--- src/rtl/minilogix_pkg.sv ---
// Shared definitions for the minilogix configuration loader: FSM encoding and
// image-geometry helpers.
package minilogix_pkg;

  typedef enum logic [2:0] {
    StIdle     = 3'd0,
    StWaitByte = 3'd1,
    StShiftLo  = 3'd2,
    StShiftHi  = 3'd3,
    StDone     = 3'd4
  } state_e;

  // Image = select word (min(nin,nout) bits) followed by the full RAM.
  function automatic int unsigned calc_nbits(input int unsigned nin, input int unsigned nout);
    int unsigned ncfg;
    ncfg = (nin < nout) ? nin : nout;
    return nout * (32'd1 << nin) + ncfg;
  endfunction

  function automatic int unsigned calc_nbytes(input int unsigned nbits);
    return (nbits + 32'd7) / 32'd8;
  endfunction

  function automatic int unsigned calc_rem(input int unsigned nbits);
    return nbits % 32'd8;
  endfunction

endpackage

--- src/rtl/minilogix_ser.sv ---
// Load-clock half-period divider plus the 8-bit MSB-first shift register that
// feeds the logic block's serial load port.
module minilogix_ser #(
  parameter int unsigned HALF = 1
) (
  input  logic       clk,
  input  logic       rst_n,
  input  logic       run,
  input  logic       load,
  input  logic [7:0] byte_dat,
  input  logic [3:0] byte_bits,
  input  logic       shift,
  output logic       phase_end,
  output logic       msb_next,
  output logic       last_bit
);

  localparam int unsigned CntW = $clog2(HALF + 1);
  localparam logic [CntW-1:0] HalfLast = CntW'(HALF - 1);

  logic [CntW-1:0] cnt_q;
  logic [7:0]      sreg_q;
  logic [3:0]      left_q;

  assign phase_end = run && (cnt_q == HalfLast);
  assign last_bit  = (left_q == 4'd1);
  // Bit that sreg[7] will hold after this edge, so the top can register it on SHIFT_LO entry.
  assign msb_next  = load ? byte_dat[7] : (shift ? sreg_q[6] : sreg_q[7]);

  always_ff @(posedge clk or negedge rst_n) begin
    if (!rst_n) begin
      cnt_q  <= '0;
      sreg_q <= '0;
      left_q <= '0;
    end else begin
      if (!run || phase_end) begin
        cnt_q <= '0;
      end else begin
        cnt_q <= cnt_q + 1'b1;
      end
      if (load) begin
        sreg_q <= byte_dat;
        left_q <= byte_bits;
      end else if (shift) begin
        sreg_q <= {sreg_q[6:0], 1'b0};
        left_q <= left_q - 4'd1;
      end
    end
  end

endmodule

--- src/rtl/minilogix_loader.sv ---
// Byte-stream to serial shift-load controller for one minilogix1 block; owns the
// load FSM, the image bit counter and the run-enable gate.
module minilogix_loader
  import minilogix_pkg::*;
#(
  parameter int unsigned NIN  = 8,
  parameter int unsigned NOUT = 8,
  parameter int unsigned HALF = 1
) (
  input  logic       clk,
  input  logic       rst_n,
  input  logic       i_start,
  input  logic       i_abort,
  input  logic [7:0] i_byte_dat,
  input  logic       i_byte_valid,
  output logic       o_byte_ready,
  output logic       o_load_en,
  output logic       o_load_clk,
  output logic       o_load_dat,
  output logic       o_busy,
  output logic       o_done,
  output logic       o_cfg_valid,
  output logic       o_run_en
);

  localparam int unsigned NBITS = calc_nbits(NIN, NOUT);
  localparam int unsigned REM   = calc_rem(NBITS);
  localparam int unsigned CntW  = $clog2(NBITS + 1);
  localparam logic [CntW-1:0] BitsTotal  = CntW'(NBITS);
  localparam logic [CntW-1:0] LastByteAt = CntW'(NBITS - REM);
  localparam logic [3:0]      RemBits    = 4'(REM);

  state_e          state_q, state_d;
  logic [CntW-1:0] bit_cnt_q, bit_cnt_d;
  logic            cfg_valid_q, cfg_valid_d;
  logic            busy_q, clk_q, dat_q, ready_q, done_q;
  logic            accept, run, shift, phase_end, msb_next, last_bit;
  logic [3:0]      byte_bits;

  // Abort must win over a same-cycle handshake, so ready is gated combinationally.
  assign o_byte_ready = ready_q & ~i_abort;
  assign accept       = i_byte_valid & o_byte_ready;
  assign run          = ((state_q == StShiftLo) || (state_q == StShiftHi)) && !i_abort;
  assign shift        = phase_end && (state_q == StShiftHi);
  assign byte_bits    = ((REM != 0) && (bit_cnt_q == LastByteAt)) ? RemBits : 4'd8;

  minilogix_ser #(
    .HALF(HALF)
  ) u_ser (
    .clk      (clk),
    .rst_n    (rst_n),
    .run      (run),
    .load     (accept),
    .byte_dat (i_byte_dat),
    .byte_bits(byte_bits),
    .shift    (shift),
    .phase_end(phase_end),
    .msb_next (msb_next),
    .last_bit (last_bit)
  );

  always_comb begin
    state_d     = state_q;
    bit_cnt_d   = bit_cnt_q;
    cfg_valid_d = cfg_valid_q;
    if (i_abort && (state_q != StIdle)) begin
      state_d     = StIdle;
      cfg_valid_d = 1'b0;
    end else begin
      unique case (state_q)
        StIdle: begin
          if (i_start && !i_abort) begin
            state_d     = StWaitByte;
            bit_cnt_d   = '0;
            cfg_valid_d = 1'b0;
          end
        end
        StWaitByte: if (accept) state_d = StShiftLo;
        StShiftLo:  if (phase_end) state_d = StShiftHi;
        StShiftHi: begin
          if (phase_end) begin
            bit_cnt_d = bit_cnt_q + 1'b1;
            if (bit_cnt_d == BitsTotal) begin
              state_d     = StDone;
              cfg_valid_d = 1'b1;
            end else if (last_bit) begin
              state_d = StWaitByte;
            end else begin
              state_d = StShiftLo;
            end
          end
        end
        StDone:  state_d = StIdle;
        default: state_d = StIdle;
      endcase
    end
  end

  // Outputs are decoded from the next state so they line up with the state register.
  always_ff @(posedge clk or negedge rst_n) begin
    if (!rst_n) begin
      state_q     <= StIdle;
      bit_cnt_q   <= '0;
      cfg_valid_q <= 1'b0;
      busy_q      <= 1'b0;
      clk_q       <= 1'b0;
      dat_q       <= 1'b0;
      ready_q     <= 1'b0;
      done_q      <= 1'b0;
    end else begin
      state_q     <= state_d;
      bit_cnt_q   <= bit_cnt_d;
      cfg_valid_q <= cfg_valid_d;
      busy_q      <= (state_d == StWaitByte) || (state_d == StShiftLo) || (state_d == StShiftHi);
      clk_q       <= (state_d == StShiftHi);
      ready_q     <= (state_d == StWaitByte);
      done_q      <= (state_d == StDone);
      if (state_d == StIdle) begin
        dat_q <= 1'b0;
      end else if ((state_d == StShiftLo) && (state_q != StShiftLo)) begin
        dat_q <= msb_next;
      end
    end
  end

  assign o_busy      = busy_q;
  assign o_load_en   = busy_q;
  assign o_load_clk  = clk_q;
  assign o_load_dat  = dat_q;
  assign o_done      = done_q;
  assign o_cfg_valid = cfg_valid_q;
  assign o_run_en    = cfg_valid_q;

endmodule

--- config.mk ---
export PLATFORM = sky130hd
export DESIGN_NAME = minilogix_loader
export DESIGN_NICKNAME = d
export VERILOG_FILES = /design/src/rtl/minilogix_pkg.sv /design/src/rtl/minilogix_ser.sv /design/src/rtl/minilogix_loader.sv
export SDC_FILE = /design/constraint.sdc
export NUM_CORES = 1
export LEC_CHECK = 0
export CAP_MARGIN = 30
export CORE_ASPECT_RATIO = 1.5
export CORE_UTILIZATION = 40
export CTS_CLUSTER_SIZE = 10
export DETAILED_ROUTE_END_ITERATION = 12
export SLEW_MARGIN = 20
export SYNTH_ARGS = -nofsm -noshare
export SYNTH_HDL_FRONTEND = slang
export SYNTH_SLANG_ARGS = --single-unit
export TNS_END_PERCENT = 10
--- constraint.sdc ---
create_clock -name clk -period 2.4 [get_ports clk]
set_input_delay 0.72 -clock clk [delete_from_list [all_inputs] [get_ports clk]]
set_output_delay 0.72 -clock clk [all_outputs]
set_load 0.02 [all_outputs]
==> results.yml, run 1 <==
routing:
  wire_per_inst_um: 13.6
  drt-initial-drc-count: 58
  route.vias.total: 1739
  first_pass_iters: 4
  drt-total-wl_mm: 4.44
  ant_nets: 0
  vias_per_cell: 5.32
  drc: 0
global_routing:
  antenna_found_initial: 0
  grt_start_max_net_pins: 35
  track_usage_pct: 19.5
  overflow: 0
  grt_pass1_wl_mm: 7.71
  grt_pass1_vias: 1657
critical_path:
  critPathArrivalTime_ns: 1.63
  critPathMaxFanout: 2
  reg2reg_depth: 7
  cp_slowest_cell: "clkdlybuf4s50_1"
  path_cells: "clkdlybuf4s50_1, nor2b_1, dlygate4sd2_1"
  rrSetupSlack_ns: 0.21
  crit_required_ns: 1.68
  critPathCaptureType: "primary output"
  reg2reg_to: "o_busy"
  crit_path_start_kind: "input pin"
  crit_path_max_incr_delay_ns: 0.41
  worstSetupEndpoint: "o_byte_ready"
  r2r-start: "bit_cnt_q[1]"
  crit_type: "in -> out"
  crit_start: "i_abort"
timing:
  finalSetupTns_ns: 0
  finalClockSkew_ns: 0.00662
  setup_slack_ns: 0.0534
  period_needed_ns: 2.35
  rsz0062_at_grt: "false"
  fmax_mhz: 426
  drv_slew: 0
  hold_viol: 0
  min_period_over_period_pct: 97.8
  hold_ws_ns: 0.507
  setup_viol: 0
min_path:
  min_from: "u_ser.sreg_q[0]"
  hp-class: "reg -> reg"
cts:
  cts-buffers-inserted: 5
  clk_latency_ns: 0.29
  clockRootBuffer: "clkbuf_8"
  clock_sinks: 34
  cts_max_level: 2
  clockBufferDepth: 2
  post-cts-setup-buffers: 0
  clk_pin_slew_ns: 0.07
  cts_tree: "done"
placed_design:
  dpl.hpwl_mm: 3.17
  io_buffers: 20
  gp_congestion: 0.779
  pre_cts_slack_ns: -0.229
final_layout:
  regArea_um2: 851
  drive_gt1_share_pct: 14.6
  nFillCells: 490
  multiInputGateArea_mm2: 0.00107
  diodes: 0
  syn_to_final_growth_pct: 22.9
  layout.nets: 277
  finalCoreUtilization_pct: 51.1
status:
  status: "finished clean"
floorplanning:
  die-area_mm2: 0.00529
  fp.coreArea_mm2: 0.00481
  start_util_pct: 41.6
  die_x_um: 59.7
  std_cell_rows: 31
  die_y_um: 88.6
  pin_count: 21
pwr:
  p_clk_share_pct: 32.2
  power.switching_mw: 0.376
  power_density_mw_per_mm2: 559
  sw_frac_of_total_pct: 27.4
  max-vdd-ir-drop_mv: 0.373
  pwr-share-comb_pct: 17.0
  power.share.sequential_pct: 50.8
  p_leak_nw: 1.04
  intPower_mw: 0.997
  total_power_mw: 1.37
synth:
  synthFlopType: "dfrtp_1"
  synth_edf_count: 0
  avgSynthCellArea_um2: 8.73
  synth_cells: 229
  synthArstFlopShare_pct: 100
  ys_seq_area_share_pct: 42.6
  synth_nets: 246
  yosysWarnings: 0
  netlist_area_mm2: 0.00200
  synth.distinct_cells: 51
  synth-seq-cells: 34
flow_run:
  drv_cap: 0
==> through the flow <==
stage / std cells / area, um2
after CTS: 327 / 2450
final: 327 / 2460
after floorplan: 229 / 2000
after detailed placement: 319 / 2360
after global routing: 327 / 2460
after global placement: 319 / 2360
==> how the worst min path moves through the flow <==
| stage | slack, ns | cells past startpoint | to |
|---|---|---|---|
| after global placement | 0.48 | 2 | u_ser.sreg_q[0] |
| after floorplan | 0.42 | 0 | bit_cnt_q[0] |
| after global routing | 0.56 | 2 | o_load_dat |
| final | 0.51 | 2 | u_ser.sreg_q[0] |
| after CTS | 0.51 | 2 | u_ser.sreg_q[0] |
| after detailed placement | 0.49 | 2 | u_ser.sreg_q[0] |
==> worst max-delay path, delay by kind of cell <==
kind | cells | cell delay (ns)
buffers and inverters | 2 | 0.76
AND/OR/NAND/NOR | 1 | 0.14
==> cell type report <==
class	count	area share [%]
Sequential cell	34	34.6
Timing Repair Buffer	38	14.1
Clock inverter	1	0.204
Tap cell	66	3.36
Multi-Input combinational cell	177	43.6
Clock buffer	7	3.51
Inverter	4	0.611
==> sequential cells by signal (all words and copies together) (netlist names) <==
signal	flops
bit_cnt_q	12
u_ser.sreg_q	8
u_ser.left_q	4
state_q	3
o_busy	1
o_cfg_valid	1
o_done	1
o_load_clk	1
o_load_dat	1
ready_q	1
u_ser.cnt_q	1
==> power groups by stage <==
stage / Clock [mW] / Combinational, mW / Sequential (mW)
floorplan: 0 / 0.147 / 0.697
global placement: 0 / 0.231 / 0.705
detailed placement: 0 / 0.237 / 0.707
CTS: 0.457 / 0.236 / 0.697
global route: 0.481 / 0.266 / 0.710
finish: 0.442 / 0.233 / 0.698
==> layer usage <==
| metal | wire, um | global-route usage (%) |
|---|---|---|
| met3 | 118 | 3.51 |
| met2 | 2240 | 33.2 |
| met5 | 0 | 0 |
| met4 | 72 | 7.40 |
| met1 | 2010 | 24.2 |
==> kinds of logic after synthesis <==
logic type	count (synthesis)	share of synthesized area [%]
adders and majority gates	4	2.50
AOI/OAI and AO/OA	63	21.7
DFF	34	42.6
buffers and inverters	18	4.07
xor gates and xnor gates	4	1.75
muxes	1	0.501
other	1	0.188
and+or+nand+nor	104	26.8
==> placed cells by master (no fill, tap or decap), types with 5 or more instances in the layout <==
cell	count
dfrtp_1	34
nand2_1	33
nor2_1	25
o21ai_0	22
clkdlybuf4s50_1	19
buf_4	17
a21oi_1	8
a31oi_1	8
clkbuf_8	6
and3_1	5
nor3_1	5
nand3_1	5
==> Yosys cell counts (2+ instances only) <==
cell type  count  area, um2
a211o_1        2       17.5
a21boi_1       2       15.0
a21oi_1        8       40.0
a31oi_1        8       50.1
and2_1         4       25.0
and3_1         5       31.3
buf_2          5       25.0
buf_4          2       15.0
clkbuf_1       7       26.3
dfrtp_1       34        851
ha_1           4       50.1
inv_1          4       15.0
nand2_1       33        124
nand2b_1       3       18.8
nand3_1        5       25.0
nand3_2        3       30.0
nand4_1        4       25.0
nor2_1        25       93.8
nor2b_1        3       18.8
nor3_1         5       25.0
nor3b_1        2       15.0
o211ai_1       2       15.0
o21ai_0       22        110
o21ai_1        4       20.0
o31ai_1        4       30.0
or3_1          2       12.5
xnor2_1        3       26.3
==> timing repair <==
item                       4_1_cts  5_1_grt
setup endpoints to repair        1        1
resized for setup                1        1
hold buffers                     0        0
Power figures use the tool's default switching activity.
==> run 2: changes to the inputs <==
--- a/config.mk
+++ b/config.mk
@@ -8,7 +8,6 @@
 export CAP_MARGIN = 30
 export CORE_ASPECT_RATIO = 1.5
 export CORE_UTILIZATION = 40
-export CTS_CLUSTER_SIZE = 10
 export DETAILED_ROUTE_END_ITERATION = 12
 export SLEW_MARGIN = 20
 export SYNTH_ARGS = -nofsm -noshare
==> constraint.sdc (replaced) <==
create_clock -name clk -period 2.4 [get_ports clk]
set_input_delay 0.48 -clock clk [delete_from_list [all_inputs] [get_ports clk]]
set_output_delay 0.48 -clock clk [all_outputs]
set_load 0.02 [all_outputs]
==> results.yml, run 2 (synthesized netlist as in run 1, its figures left out) <==
floorplanning:
  die_y_um: 88.6
  fp.coreArea_mm2: 0.00481
  std_cell_rows: 31
  die-area_mm2: 0.00529
  pin_count: 21
  die_x_um: 59.7
  start_util_pct: 41.6
placed_design:
  dpl.hpwl_mm: 3.17
  io_buffers: 20
  gp_congestion: 0.844
  dp.cells: 310
critical_path:
  crit_top_cell: "clkdlybuf4s50_1"
  cp_slowest_cell: "clkdlybuf4s50_1"
  crit_family: "buffers and inverters"
  crit_required_ns: 1.92
  critPathMaxFanout: 3
  path_cells: "clkdlybuf4s50_1, nor2b_1, clkdlybuf4s50_1"
  critPathBufInv: 2
  crit_type: "in -> out"
  critPathArrivalTime_ns: 1.74
  crit_path_max_incr_delay_ns: 0.63
  crit_path_start_kind: "input pin"
  critPathCaptureType: "primary output"
routing:
  ant_nets: 0
  drt-total-wl_mm: 4.46
  drc: 0
  first_pass_iters: 4
  wire_per_inst_um: 14.0
  drt-initial-drc-count: 54
  vias_per_cell: 5.31
  route.vias.total: 1687
timing:
  period_needed_ns: 2.22
  finalClockSkew_ns: 0.00265
  worst_pin_slew_ns: 0.593
  min_period_over_period_pct: 92.6
  slew_headroom_pct: 59.4
  hold_viol: 0
  fmax_mhz: 450
  hold_ws_ns: 0.501
  drv_slew: 0
  setup_viol: 0
  finalSetupTns_ns: 0
  rsz0062_at_grt: "false"
cts:
  clockRootBuffer: "clkbuf_8"
  clk_pin_slew_ns: 0.07
  clk_latency_ns: 0.29
  clockBufferDepth: 2
  cts_hold_buf: 0
  cts-buffers-inserted: 5
  ctsResizeCount: 0
  post-cts-setup-buffers: 0
  cts_tree: "done"
  cts_max_level: 2
  clock_sinks: 34
final_layout:
  finalNonFillerCells: 318
  diodes: 0
  largest_reg_flops: 12
  syn_to_final_growth_pct: 19.6
  largestRegisters: "bit_cnt_q: 12 flops, u_ser.sreg_q: 8 flops, u_ser.left_q: 4 flops"
  layout_common_cells: "dfrtp_1, nand2_1, nor2_1"
  layout.nets: 268
  final_common_cell: "dfrtp_1"
  drive_gt1_share_pct: 11.5
  regMostFlops: "bit_cnt_q"
pwr:
  p_leak_nw: 0.996
  power_density_mw_per_mm2: 574
  max-vdd-ir-drop_mv: 0.361
  total_power_mw: 1.37
min_path:
  hp-class: "reg -> reg"
global_routing:
  antenna_found_initial: 0
  grt_pass1_vias: 1563
  grt_pass1_wl_mm: 7.33
  track_usage_pct: 18.7
  overflow: 0
  grt_start_max_net_pins: 35
status:
  status: "finished clean"
flow_run:
  drv_cap: 0
## run 2: cell count changes in the layout (fill, tap and decap cells not counted), sizes merged
cell / previous run / this run
buf: 18 / 9
clkbuf: 7 / 6
dlygate4sd2: 1 / 0
clkinvlp: 0 / 1
clkdlybuf4s50: 19 / 20
## run 2: power by group
| group | leakage, nW | internal, mW | switching, mW | total [mW] |
|---|---|---|---|---|
| Sequential | 0.441 | 0.649 | 0.0498 | 0.698 |
| Clock | 0.0472 | 0.231 | 0.216 | 0.446 |
| Combinational | 0.507 | 0.112 | 0.117 | 0.229 |
## run 2: worst register-to-register path, stage by stage (launching register included)
cell and delay, ns:
dfrtp_1 0.35, ha_1 0.27, and3_1 0.27, and3_1 0.20, nand3_2 0.13, a2111o_1 0.50
a21boi_1 0.26, o21ai_1 0.11
## run 2: worst paths after layout
check	from	endpoint	slack, ns	depth (start not counted)
setup / recovery	i_abort	o_byte_ready	0.18	3
hold / removal	u_ser.sreg_q[0]	u_ser.sreg_q[0]	0.50	2
setup reg to reg	bit_cnt_q[0]	o_load_dat	0.20	7
hold reg to reg	u_ser.sreg_q[0]	u_ser.sreg_q[0]	0.50	2
max in group asynchronous	rst_n	u_ser.sreg_q[6]	1.49	2
min in group asynchronous	rst_n	bit_cnt_q[1]	0.61	2
## run 2: metrics by stage
stage | setup WS, ns | area (um2) | utilization (%)
floorplan | 0.314 | 2000 | -
global placement | 0.199 | 2300 | 47.7
detailed placement | 0.190 | 2300 | 47.7
CTS | 0.177 | 2390 | 49.7
global route | 0.0221 | 2390 | 49.7
finish | 0.177 | 2390 | 49.7
## run 2: layer usage
| metal | vias to the layer above | track usage (%) | routed length (um) |
|---|---|---|---|
| met1 | 789 | 22.8 | 1970 |
| met2 | 28 | 30.8 | 2220 |
| met3 | 14 | 3.07 | 110 |
| li1 | 856 | - | - |
| met4 | 0 | 10.8 | 158 |
| met5 | - | 0 | 0 |
## run 2: cell type report
| class | count | area [um2] |
|---|---|---|
| timing repair buffer | 29 | 280 |
| tap | 66 | 82.6 |
| inverter | 4 | 15.0 |
| multi-input combinational | 177 | 1070 |
| fill | 495 | 2420 |
| sequential | 34 | 851 |
| clock buffer | 6 | 82.6 |
| clock inverter | 2 | 12.5 |
==> run 3: changes to the inputs <==
--- a/config.mk
+++ b/config.mk
@@ -9,6 +9,7 @@
 export CORE_ASPECT_RATIO = 1.5
 export CORE_UTILIZATION = 40
 export DETAILED_ROUTE_END_ITERATION = 12
+export PLACE_DENSITY = 0.69
 export SLEW_MARGIN = 20
 export SYNTH_ARGS = -nofsm -noshare
 export SYNTH_HDL_FRONTEND = slang
==> results.yml, run 3 (synthesized netlist as in run 1, its figures left out) <==
status:
  status: "finished clean"
critical_path:
  reg2reg_to: "o_load_dat"
  path_cells: "clkdlybuf4s50_1, nor2b_1, clkdlybuf4s50_1"
  crit_path_start_kind: "input pin"
  crit_top_cell: "clkdlybuf4s50_1"
  cp_slowest_cell: "clkdlybuf4s50_1"
  crit_start: "i_abort"
  critPathArrivalTime_ns: 1.76
  cp.depth: 3
  crit_path_max_incr_delay_ns: 0.64
  crit_family: "buffers and inverters"
  crit_type: "in -> out"
  critPathMaxFanout: 3
  rrSetupSlack_ns: 0.26
  critPathBufInv: 2
  reg2reg_depth: 7
  critPathCaptureType: "primary output"
  r2r-start: "bit_cnt_q[0]"
  worstSetupEndpoint: "o_byte_ready"
  crit_required_ns: 1.92
floorplanning:
  die_y_um: 88.6
  die-area_mm2: 0.00529
  die_x_um: 59.7
  start_util_pct: 41.6
  std_cell_rows: 31
  fp.coreArea_mm2: 0.00481
  pin_count: 21
placed_design:
  io_buffers: 20
  dpl.hpwl_mm: 3.06
  pre_cts_slack_ns: 0.166
  dp.cells: 312
  gp_congestion: 0.802
final_layout:
  finalCoreUtilization_pct: 49.7
  layout_common_cells: "dfrtp_1, nand2_1, nor2_1"
  final_common_cell: "dfrtp_1"
  regMostFlops: "bit_cnt_q"
  largestRegisters: "bit_cnt_q: 12 flops, u_ser.sreg_q: 8 flops, u_ser.left_q: 4 flops"
  diodes: 0
  finalNonFillerCells: 320
  largest_reg_flops: 12
  syn_to_final_growth_pct: 19.5
  drive_gt1_share_pct: 11.8
  layout.nets: 270
flow_run:
  drv_cap: 0
global_routing:
  track_usage_pct: 17.8
  overflow: 0
  grt_pass1_vias: 1539
  grt_pass1_wl_mm: 7.04
  antenna_found_initial: 0
  grt_start_max_net_pins: 35
timing:
  setup_slack_ns: 0.158
  period_needed_ns: 2.24
  finalClockSkew_ns: 0.00522
  finalSetupTns_ns: 0
  drv_slew: 0
  fmax_mhz: 446
  setup_viol: 0
  hold_viol: 0
  min_period_over_period_pct: 93.4
  rsz0062_at_grt: "false"
pwr:
  max-vdd-ir-drop_mv: 0.317
  total_power_mw: 1.36
  power_density_mw_per_mm2: 568
  p_leak_nw: 1.00
routing:
  drc: 0
  drt-initial-drc-count: 55
  wire_per_inst_um: 13.0
  route.vias.total: 1719
  vias_per_cell: 5.37
  drt-total-wl_mm: 4.15
  first_pass_iters: 4
  ant_nets: 0
cts:
  clk_pin_slew_ns: 0.07
  clockRootBuffer: "clkbuf_8"
  cts_max_level: 2
  post-cts-setup-buffers: 0
  cts_tree: "done"
  clock_sinks: 34
  ctsResizeCount: 0
  cts-buffers-inserted: 5
  clockBufferDepth: 2
  cts_hold_buf: 0
  clk_latency_ns: 0.28
min_path:
  hp-class: "reg -> reg"
==> run 3: cell count changes in the layout (fill, tap and decap cells not counted), sizes merged <==
| cell | previous run | this run |
|---|---|---|
| buf | 9 | 11 |
| clkbuf | 6 | 7 |
| clkinvlp | 1 | 0 |
==> run 3: report_power, final <==
group / internal [mW] / switching, mW
Sequential: 0.649 / 0.0494
Combinational: 0.112 / 0.114
Clock: 0.231 / 0.203
Total: 0.992 / 0.366
==> run 3: how the worst min path moves through the flow <==
stage | startpoint | depth (start not counted) | end | slack, ns
2_1_floorplan | rst_n | 0 | bit_cnt_q[0] | 0.18
3_5_place_dp | u_ser.sreg_q[0] | 2 | u_ser.sreg_q[0] | 0.49
5_1_grt | u_ser.sreg_q[0] | 2 | u_ser.sreg_q[0] | 0.53
4_1_cts | u_ser.sreg_q[0] | 2 | u_ser.sreg_q[0] | 0.51
6_report | u_ser.sreg_q[0] | 2 | u_ser.sreg_q[0] | 0.51
3_3_place_gp | u_ser.sreg_q[0] | 2 | u_ser.sreg_q[0] | 0.48
==> run 3: worst min-delay path, stage by stage, from the launching register on <==
cell	delay, ns
dfrtp_1	0.35
nand3_1	0.07
nand2_1	0.06
==> run 3: layer usage <==
metal | GRT usage, % | vias to the layer above | share of wire (%)
met5 | 0 | - | 0
met2 | 29.0 | 27 | 50
met3 | 4.09 | 7 | 3.2
met4 | 7.82 | 0 | 2.0
li1 | - | 859 | -
met1 | 22.3 | 826 | 44
==> run 3: cell type report <==
cell class	instances	area (um2)
Clock buffer	7	86.3
Clock inverter	1	5.00
Tap cell	66	82.6
Sequential cell	34	851
Multi-Input combinational cell	177	1070
Timing Repair Buffer	31	283
Inverter	4	15.0
Fill cell	485	2420
==> run 3: stage by stage <==
step | hold WS [ns] | area [um2]
after floorplan | 0.184 | 2000
after global placement | 0.483 | 2300
after detailed placement | 0.489 | 2300
after CTS | 0.508 | 2390
after global routing | 0.535 | 2390
final | 0.505 | 2390
